### src/rtl/gcn_transform_sched.sv
// Sequencer for the GCN combination phase: walks FM x WM column-major, fetching
// operands, launching the dot-product unit and writing each result to FM_WM.
module gcn_transform_sched #(
    parameter int                       FEATURE_ROWS   = 6,
    parameter int                       WEIGHT_COLS    = 3,
    parameter int                       ADDRESS_WIDTH  = 13,
    parameter logic [ADDRESS_WIDTH-1:0] FEATURE_BASE   = 'h200,
    parameter int                       DOT_PROD_WIDTH = 16,
    parameter int                       DP_TIMEOUT     = 255
) (
    input  logic                              clk,
    input  logic                              reset,
    input  logic                              start,
    output logic                              enable_read,
    output logic [ADDRESS_WIDTH-1:0]          read_address,
    output logic                              load_weight,
    output logic                              load_feature,
    output logic                              dp_start,
    input  logic                              dp_done,
    input  logic [DOT_PROD_WIDTH-1:0]         dp_result,
    output logic                              wr_en,
    output logic [$clog2(FEATURE_ROWS)-1:0]   wr_row,
    output logic [$clog2(WEIGHT_COLS)-1:0]    wr_col,
    output logic [DOT_PROD_WIDTH-1:0]         wr_data,
    output logic                              busy,
    output logic                              done,
    output logic                              error
);

    localparam int ROW_W = $clog2(FEATURE_ROWS);
    localparam int COL_W = $clog2(WEIGHT_COLS);
    localparam int WD_W  = $clog2(DP_TIMEOUT + 1);

    localparam logic [ROW_W-1:0] ROW_LAST = ROW_W'(FEATURE_ROWS - 1);
    localparam logic [COL_W-1:0] COL_LAST = COL_W'(WEIGHT_COLS - 1);
    localparam logic [WD_W-1:0]  WD_LAST  = WD_W'(DP_TIMEOUT - 1);

    typedef enum logic [2:0] {
        S_IDLE,
        S_LOAD_W,
        S_LOAD_F,
        S_START,
        S_WAIT,
        S_WRITE,
        S_DONE
    } state_t;

    state_t                    state_q, state_d;
    logic [ROW_W-1:0]          row_q, row_d;
    logic [COL_W-1:0]          col_q, col_d;
    logic [WD_W-1:0]           wd_q, wd_d;
    logic [DOT_PROD_WIDTH-1:0] res_q, res_d;
    logic                      err_q, err_d;

    always_ff @(posedge clk or negedge reset) begin
        if (!reset) begin
            state_q <= S_IDLE;
            row_q   <= '0;
            col_q   <= '0;
            wd_q    <= '0;
            res_q   <= '0;
            err_q   <= 1'b0;
        end else begin
            state_q <= state_d;
            row_q   <= row_d;
            col_q   <= col_d;
            wd_q    <= wd_d;
            res_q   <= res_d;
            err_q   <= err_d;
        end
    end

    always_comb begin
        state_d      = state_q;
        row_d        = row_q;
        col_d        = col_q;
        wd_d         = wd_q;
        res_d        = res_q;
        err_d        = err_q;
        enable_read  = 1'b0;
        read_address = '0;
        load_weight  = 1'b0;
        load_feature = 1'b0;
        dp_start     = 1'b0;
        wr_en        = 1'b0;
        wr_row       = '0;
        wr_col       = '0;
        wr_data      = '0;
        done         = 1'b0;
        busy         = 1'b1;
        error        = err_q;

        case (state_q)
            S_IDLE: begin
                busy = 1'b0;
                if (start) begin
                    row_d   = '0;
                    col_d   = '0;
                    state_d = S_LOAD_W;
                end
            end
            S_LOAD_W: begin
                enable_read  = 1'b1;
                read_address = ADDRESS_WIDTH'(col_q);
                load_weight  = 1'b1;
                state_d      = S_LOAD_F;
            end
            S_LOAD_F: begin
                enable_read  = 1'b1;
                read_address = FEATURE_BASE + ADDRESS_WIDTH'(row_q);
                load_feature = 1'b1;
                state_d      = S_START;
            end
            S_START: begin
                dp_start = 1'b1;
                wd_d     = '0;
                if (dp_done) begin
                    res_d   = dp_result;
                    state_d = S_WRITE;
                end else begin
                    state_d = S_WAIT;
                end
            end
            S_WAIT: begin
                // dp_done wins over the watchdog on the final allowed cycle
                if (dp_done) begin
                    res_d   = dp_result;
                    state_d = S_WRITE;
                end else if (wd_q == WD_LAST) begin
                    err_d   = 1'b1;
                    state_d = S_DONE;
                end else begin
                    wd_d = wd_q + 1'b1;
                end
            end
            S_WRITE: begin
                wr_en   = 1'b1;
                wr_row  = row_q;
                wr_col  = col_q;
                wr_data = res_q;
                if (row_q != ROW_LAST) begin
                    row_d   = row_q + 1'b1;
                    state_d = S_LOAD_F;
                end else if (col_q != COL_LAST) begin
                    row_d   = '0;
                    col_d   = col_q + 1'b1;
                    state_d = S_LOAD_W;
                end else begin
                    state_d = S_DONE;
                end
            end
            S_DONE: begin
                busy = 1'b0;
                done = 1'b1;
                if (!start) begin
                    state_d = S_IDLE;
                end
            end
            default: begin
                busy    = 1'b0;
                state_d = S_IDLE;
            end
        endcase
    end

endmodule

### config.mk
export PLATFORM = sky130hd
export DESIGN_NAME = gcn_transform_sched
export DESIGN_NICKNAME = d
export VERILOG_FILES = /design/src/rtl/gcn_transform_sched.sv
export SDC_FILE = /design/constraint.sdc
export NUM_CORES = 1
export LEC_CHECK = 0
export ABC_CLOCK_PERIOD_IN_PS = 2100
export CAP_MARGIN = 20
export CORE_AREA = 2 2 68 70
export CTS_CLUSTER_SIZE = 25
export DETAILED_ROUTE_END_ITERATION = 6
export DIE_AREA = 0 0 70 72
export PLACE_DENSITY = 0.78
export SYNTH_ARGS = -nofsm -noshare
export SYNTH_HDL_FRONTEND = slang
export SYNTH_SLANG_ARGS = --single-unit
### constraint.sdc
create_clock -name clk -period 2.1 [get_ports clk]
set_input_delay 0.42 -clock clk [delete_from_list [all_inputs] [get_ports clk]]
set_output_delay 0.42 -clock clk [all_outputs]
set_load 0.02 [all_outputs]
# == After elaboration in Yosys (flattened, before gate mapping) ==
# Index checks and enable logic that the tools add are counted.
# op_classes
n_reduce_logical,12
bitwise,1
n_addsub,4
mux,30
eq_ne,17
# op_table
cell,n
$mux W3,10
$pmux W11 S2,1
$pmux W3 S7,1
$mux W16,1
$mux W8,2
$pmux W8 S2,1
$ne A2 B2 Y1 const B,7
$reduce_and A3 Y1,4
$add A10 B3 Y11 const A,1
$eq A3 B3 Y1 const B,3
$ne A3 B3 Y1 const B,3
$add A8 B1 Y8 const B,1
$eq A8 B8 Y1 const B,1
$mux W1,8
$mux W2,4
$eq A3 B2 Y1 const B,2
$pmux W3 S2,1
$reduce_or A5 Y1,1
$pmux W2 S2,1
$reduce_and A4 Y1,1
$reduce_bool A2 Y1,2
$reduce_or A2 Y1,2
$add A3 B1 Y3 const B,1
$eq A3 B1 Y1 const B,1
other kinds (4),4
# word_totals
inputBits,20
word_cells,70
ff_bits,33
output_inout_bits,42

# == Logic depth before layout (Yosys ltp) ==
# depth
ltp_word,4
ltp_mapped,6
ltp_nobuf,5

# == Worst setup path before layout ==
# OpenSTA, ideal clock, no wires.
# synth_timing
kind,register to output
startpoint,register state_q[1]
endpoint,output port read_address[0]
setup_slack_ps,-68
path_stages_with_launch,5
t_required_ps,1680
n_path_buf,2
t_arrival_ps,1748
path_cell_list,dfrtp_1 > buf_2 > buf_1 > nor3b_1 > a22o_1
# synth_via
elab_chain_cells,2
elab_cells_between_ends,3
classes_between,eq/ne (2); mux (1)
# synth_lines
item,line_no,source
start: declaration,48,"state_t state_q, state_d;"
start signal: assignment,64,state_q <= state_d;
$eq A3 B2 Y1 or $eq A3 B1 Y1 (tied branches),93,case (state_q)
$pmux W11 S2 (*),93,
end: declaration,15,"output logic [ADDRESS_WIDTH-1:0] read_address,"
# Every way passes the cells marked *; elsewhere a longest branch is shown, timed or not.

# == Worst setup path in the final report ==
# layout_timing
startpoint,register state_q[0]
endpoint,output port wr_data[5]
# layout_via
elab_chain_cells,2
# layout_lines
item,line_no,source
$eq A3 B3 Y1,93,
$mux W16,93,
end: declaration,24,"output logic [DOT_PROD_WIDTH-1:0] wr_data,"
# Every way passes these cells.

==> impl_metrics.env <==
export IMPL_clock_skew_ns=0.00710
export IMPL_r2r_cells=5
export IMPL_combPwrFrac_pct=47.8
export IMPL_hold_class="reg -> reg"
export IMPL_numCtsBuffers=5
export IMPL_drc=0
export IMPL_cp_max_fo=23
export IMPL_setup_tns_ns=0
export IMPL_worstSetupPathType="reg -> out"
export IMPL_ctsHoldBuffers=0
export IMPL_finalMaxSlewViolations=0
export IMPL_power_density_nw_per_um2=1140
export IMPL_dieArea_sq_um=5040
export IMPL_p_sw_share_pct=38.2
export IMPL_vias=1596
export IMPL_nFillCells=366
export IMPL_power_frac_clock_pct=16.0
export IMPL_synth_edf_count=0
export IMPL_io_pins=62
export IMPL_seq_area_frac_synth_pct=42.9
export IMPL_crit_required_ns=1.68
export IMPL_power_switching_mw=1.15
export IMPL_hold_viol_final=0
export IMPL_area_delta_synth_final_pct=36.7
export IMPL_setup_viol=0
export IMPL_hold_path_end="error$_DFFE_PN0P_"
export IMPL_arrival_ns=1.61
export IMPL_netlist_cell_type_count=54
export IMPL_ys_seq_elements=33
export IMPL_multi_input_area_sq_um=985
export IMPL_clock_sinks=33
export IMPL_grt_max_degree=34
export IMPL_status="finished clean"
export IMPL_track_usage_pct=19.1
export IMPL_drive_gt1_share_pct=22.8
export IMPL_vias_per_cell=5.28
export IMPL_synthFlopType="dfrtp_1"
export IMPL_fin_hold_ws_ns=0.480
export IMPL_cp_start_kind="register"
export IMPL_syn_cell_area_sq_um=1930
export IMPL_fin_crit_ns=2.03
export IMPL_grt_pass1_wl_um=7570
export IMPL_drt_iter0_markers=161
export IMPL_antenna_found_initial=0
export IMPL_syn_area_per_cell_sq_um=10.4
export IMPL_worstMarginPinSlew_ns=0.542
export IMPL_core_area_sq_um=4260
export IMPL_ff2ff_setup_slack_ns=0.28
export IMPL_port_buffer_count=52
export IMPL_final_nets=273
export IMPL_initial_core_util_pct=45.2
export IMPL_clockBufferDepth=2
export IMPL_firstDrtPassIters=5
export IMPL_gr_total_overflow=0
export IMPL_hold_path_depth=1
export IMPL_rr_endpoint="res_q[11]$_DFFE_PN0P_"
export IMPL_die_h_um=72
export IMPL_r2r_start="state_q[0]$_DFFE_PN0P_"
export IMPL_regArea_sq_um=827
export IMPL_die_w_um=70
export IMPL_gp_congestion=0.805
export IMPL_h_tree_depth=2
export IMPL_num_antenna_cells=0
export IMPL_postRouteAntennaNets=0
export IMPL_ir_drop_uv=517
export IMPL_hpwl_um=3120
export IMPL_fmax_ghz=0.492
export IMPL_endpoint_kind="output port"
export IMPL_wl_per_cell_um=14.3
export IMPL_timing_max_cap_violations=0
export IMPL_cts_reportedPaths_clkPinSlew_ns=0.07
export IMPL_synthCells=186
export IMPL_timing_slew_headroom_pct=63.7
export IMPL_clock_latency_ns=0.29
export IMPL_p_int_mw=1.86
export IMPL_clockRootBuffer="clkbuf_8"
export IMPL_ys_warnings_count=0
export IMPL_grt_pass1_vias=1546
export IMPL_leakagePower_nw=1.24
export IMPL_rsz0062_at_grt="false"
export IMPL_period_share_pct=96.8
export IMPL_seqPwrFrac_pct=36.2
export IMPL_wl_um=4310
export IMPL_rows=24
export IMPL_min_delay_start="error$_DFFE_PN0P_"
export IMPL_synthArstFlopShare_pct=100
export IMPL_cts_tree="yes"
==> flip-flops by register name (all words and copies together) (netlist names) <==
name,cells
wd_q,8
error,1
row_q,3
col_q,2
state_q,3
res_q,16
==> cell families (layout without fill, tap and decap cells) <==
logic type / Yosys count / in the layout / share of synthesized area, %
buf+inv: 29 / 85 / 8.12
mux: 20 / 20 / 11.4
simple gates: 70 / 70 / 22.2
other cells: 1 / 9 / 0.195
flops: 33 / 33 / 42.9
fa+ha+maj: 3 / 3 / 1.95
compound gates: 30 / 30 / 13.3
==> power by group through the flow <==
stage	Clock, mW	Combinational (mW)	Sequential (mW)
detailed placement	0	1.50	1.09
finish	0.480	1.44	1.09
floorplan	0	0.971	1.01
global placement	0	1.46	1.08
CTS	0.494	1.45	1.09
global route	0.526	1.58	1.13
==> critical path, cell delays in order, from the launching register on <==
cell and delay [ns]:
dfrtp_2 0.46, and3b_1 0.23, buf_12 0.16, and2_1 0.15, dlygate4sd2_1 0.31
==> worst max-delay path by stage <==
| stage | start | to | slack, ns | cells after the start |
|---|---|---|---|---|
| after floorplan | state_q[0]$_DFFE_PN0P_ | read_address[0] | 0.04 | 3 |
| final | state_q[0]$_DFFE_PN0P_ | wr_data[5] | 0.07 | 4 |
| after global placement | state_q[2]$_DFFE_PN0P_ | read_address[1] | 0.04 | 5 |
| after CTS | state_q[2]$_DFFE_PN0P_ | done | 0.004 | 4 |
| after detailed placement | state_q[1]$_DFFE_PN0P_ | read_address[1] | 0.05 | 4 |
| after global routing | state_q[1]$_DFFE_PN0P_ | wr_data[5] | 0.001 | 4 |
==> stage by stage <==
step	power [mW]	std cells	worst slack [ns]	util, %	cell area (sq um)
2_1_floorplan	1.99	194	0.0380	-	1960
3_3_place_gp	2.54	293	0.0387	60.1	2560
3_5_place_dp	2.59	293	0.0547	60.1	2560
4_1_cts	3.03	302	0.00430	61.7	2630
5_1_grt	3.24	302	0.00150	61.7	2630
6_report	3.01	302	0.0668	61.7	2630
==> cell usage in the layout, fill, tap and decap left out, types with 2 or more instances in the layout <==
cell | netlist | layout
a211oi_1 | 2 | 2
a21oi_1 | 5 | 5
a22o_1 | 2 | 2
a31oi_1 | 2 | 2
and2_1 | 17 | 17
and3_1 | 3 | 3
buf_12 | 0 | 2
buf_4 | 10 | 15
clkbuf_2 | 0 | 4
clkbuf_8 | 0 | 6
clkdlybuf4s15_1 | 0 | 11
clkdlybuf4s50_1 | 0 | 20
conb_1 | 1 | 9
dfrtp_1 | 33 | 32
dlygate4sd2_1 | 0 | 16
ha_1 | 3 | 3
inv_1 | 8 | 8
mux2_2 | 16 | 16
mux2i_1 | 4 | 4
nand2_1 | 12 | 12
nand3_1 | 4 | 4
nand4_1 | 3 | 3
nor2_1 | 2 | 2
nor2b_1 | 4 | 4
nor3_1 | 10 | 10
o211ai_1 | 2 | 2
o21ai_0 | 2 | 2
or2_2 | 2 | 2
==> metal layers <==
metal	track usage (%)	up-vias	share of wire, %
li1	-	768	-
met1	25.2	751	44
met2	29.4	71	47
met3	5.97	6	8.3
met4	7.91	0	1.5
met5	0	-	0
==> what timing repair did <==
action	CTS	global route
setup buffers	2	0
resized for setup	33	20
endpoints found under the setup margin	32	16
==> cell type report <==
class | instances | share of cell area [%]
multi-input cells | 132 | 37.4
flip-flops and latches | 33 | 31.4
repair buffers | 69 | 24.1
clock buffers | 7 | 3.28
well taps | 52 | 2.47
inverters | 9 | 1.28
==> Yosys cell counts (3+ instances only) <==
master,instances,area (sq um)
ha_1,3,37.5
nand4_1,3,18.8
dfrtp_1,33,826
nand2_1,12,45.0
and2_1,17,106
a21oi_1,5,25.0
nand3_1,4,20.0
and3_1,3,18.8
buf_4,10,75.1
clkbuf_1,5,18.8
inv_1,8,30.0
mux2_2,16,180
mux2i_1,4,40.0
nor2b_1,4,25.0
nor3_1,10,50.1
No activity file was read; power rests on OpenSTA's default activity.
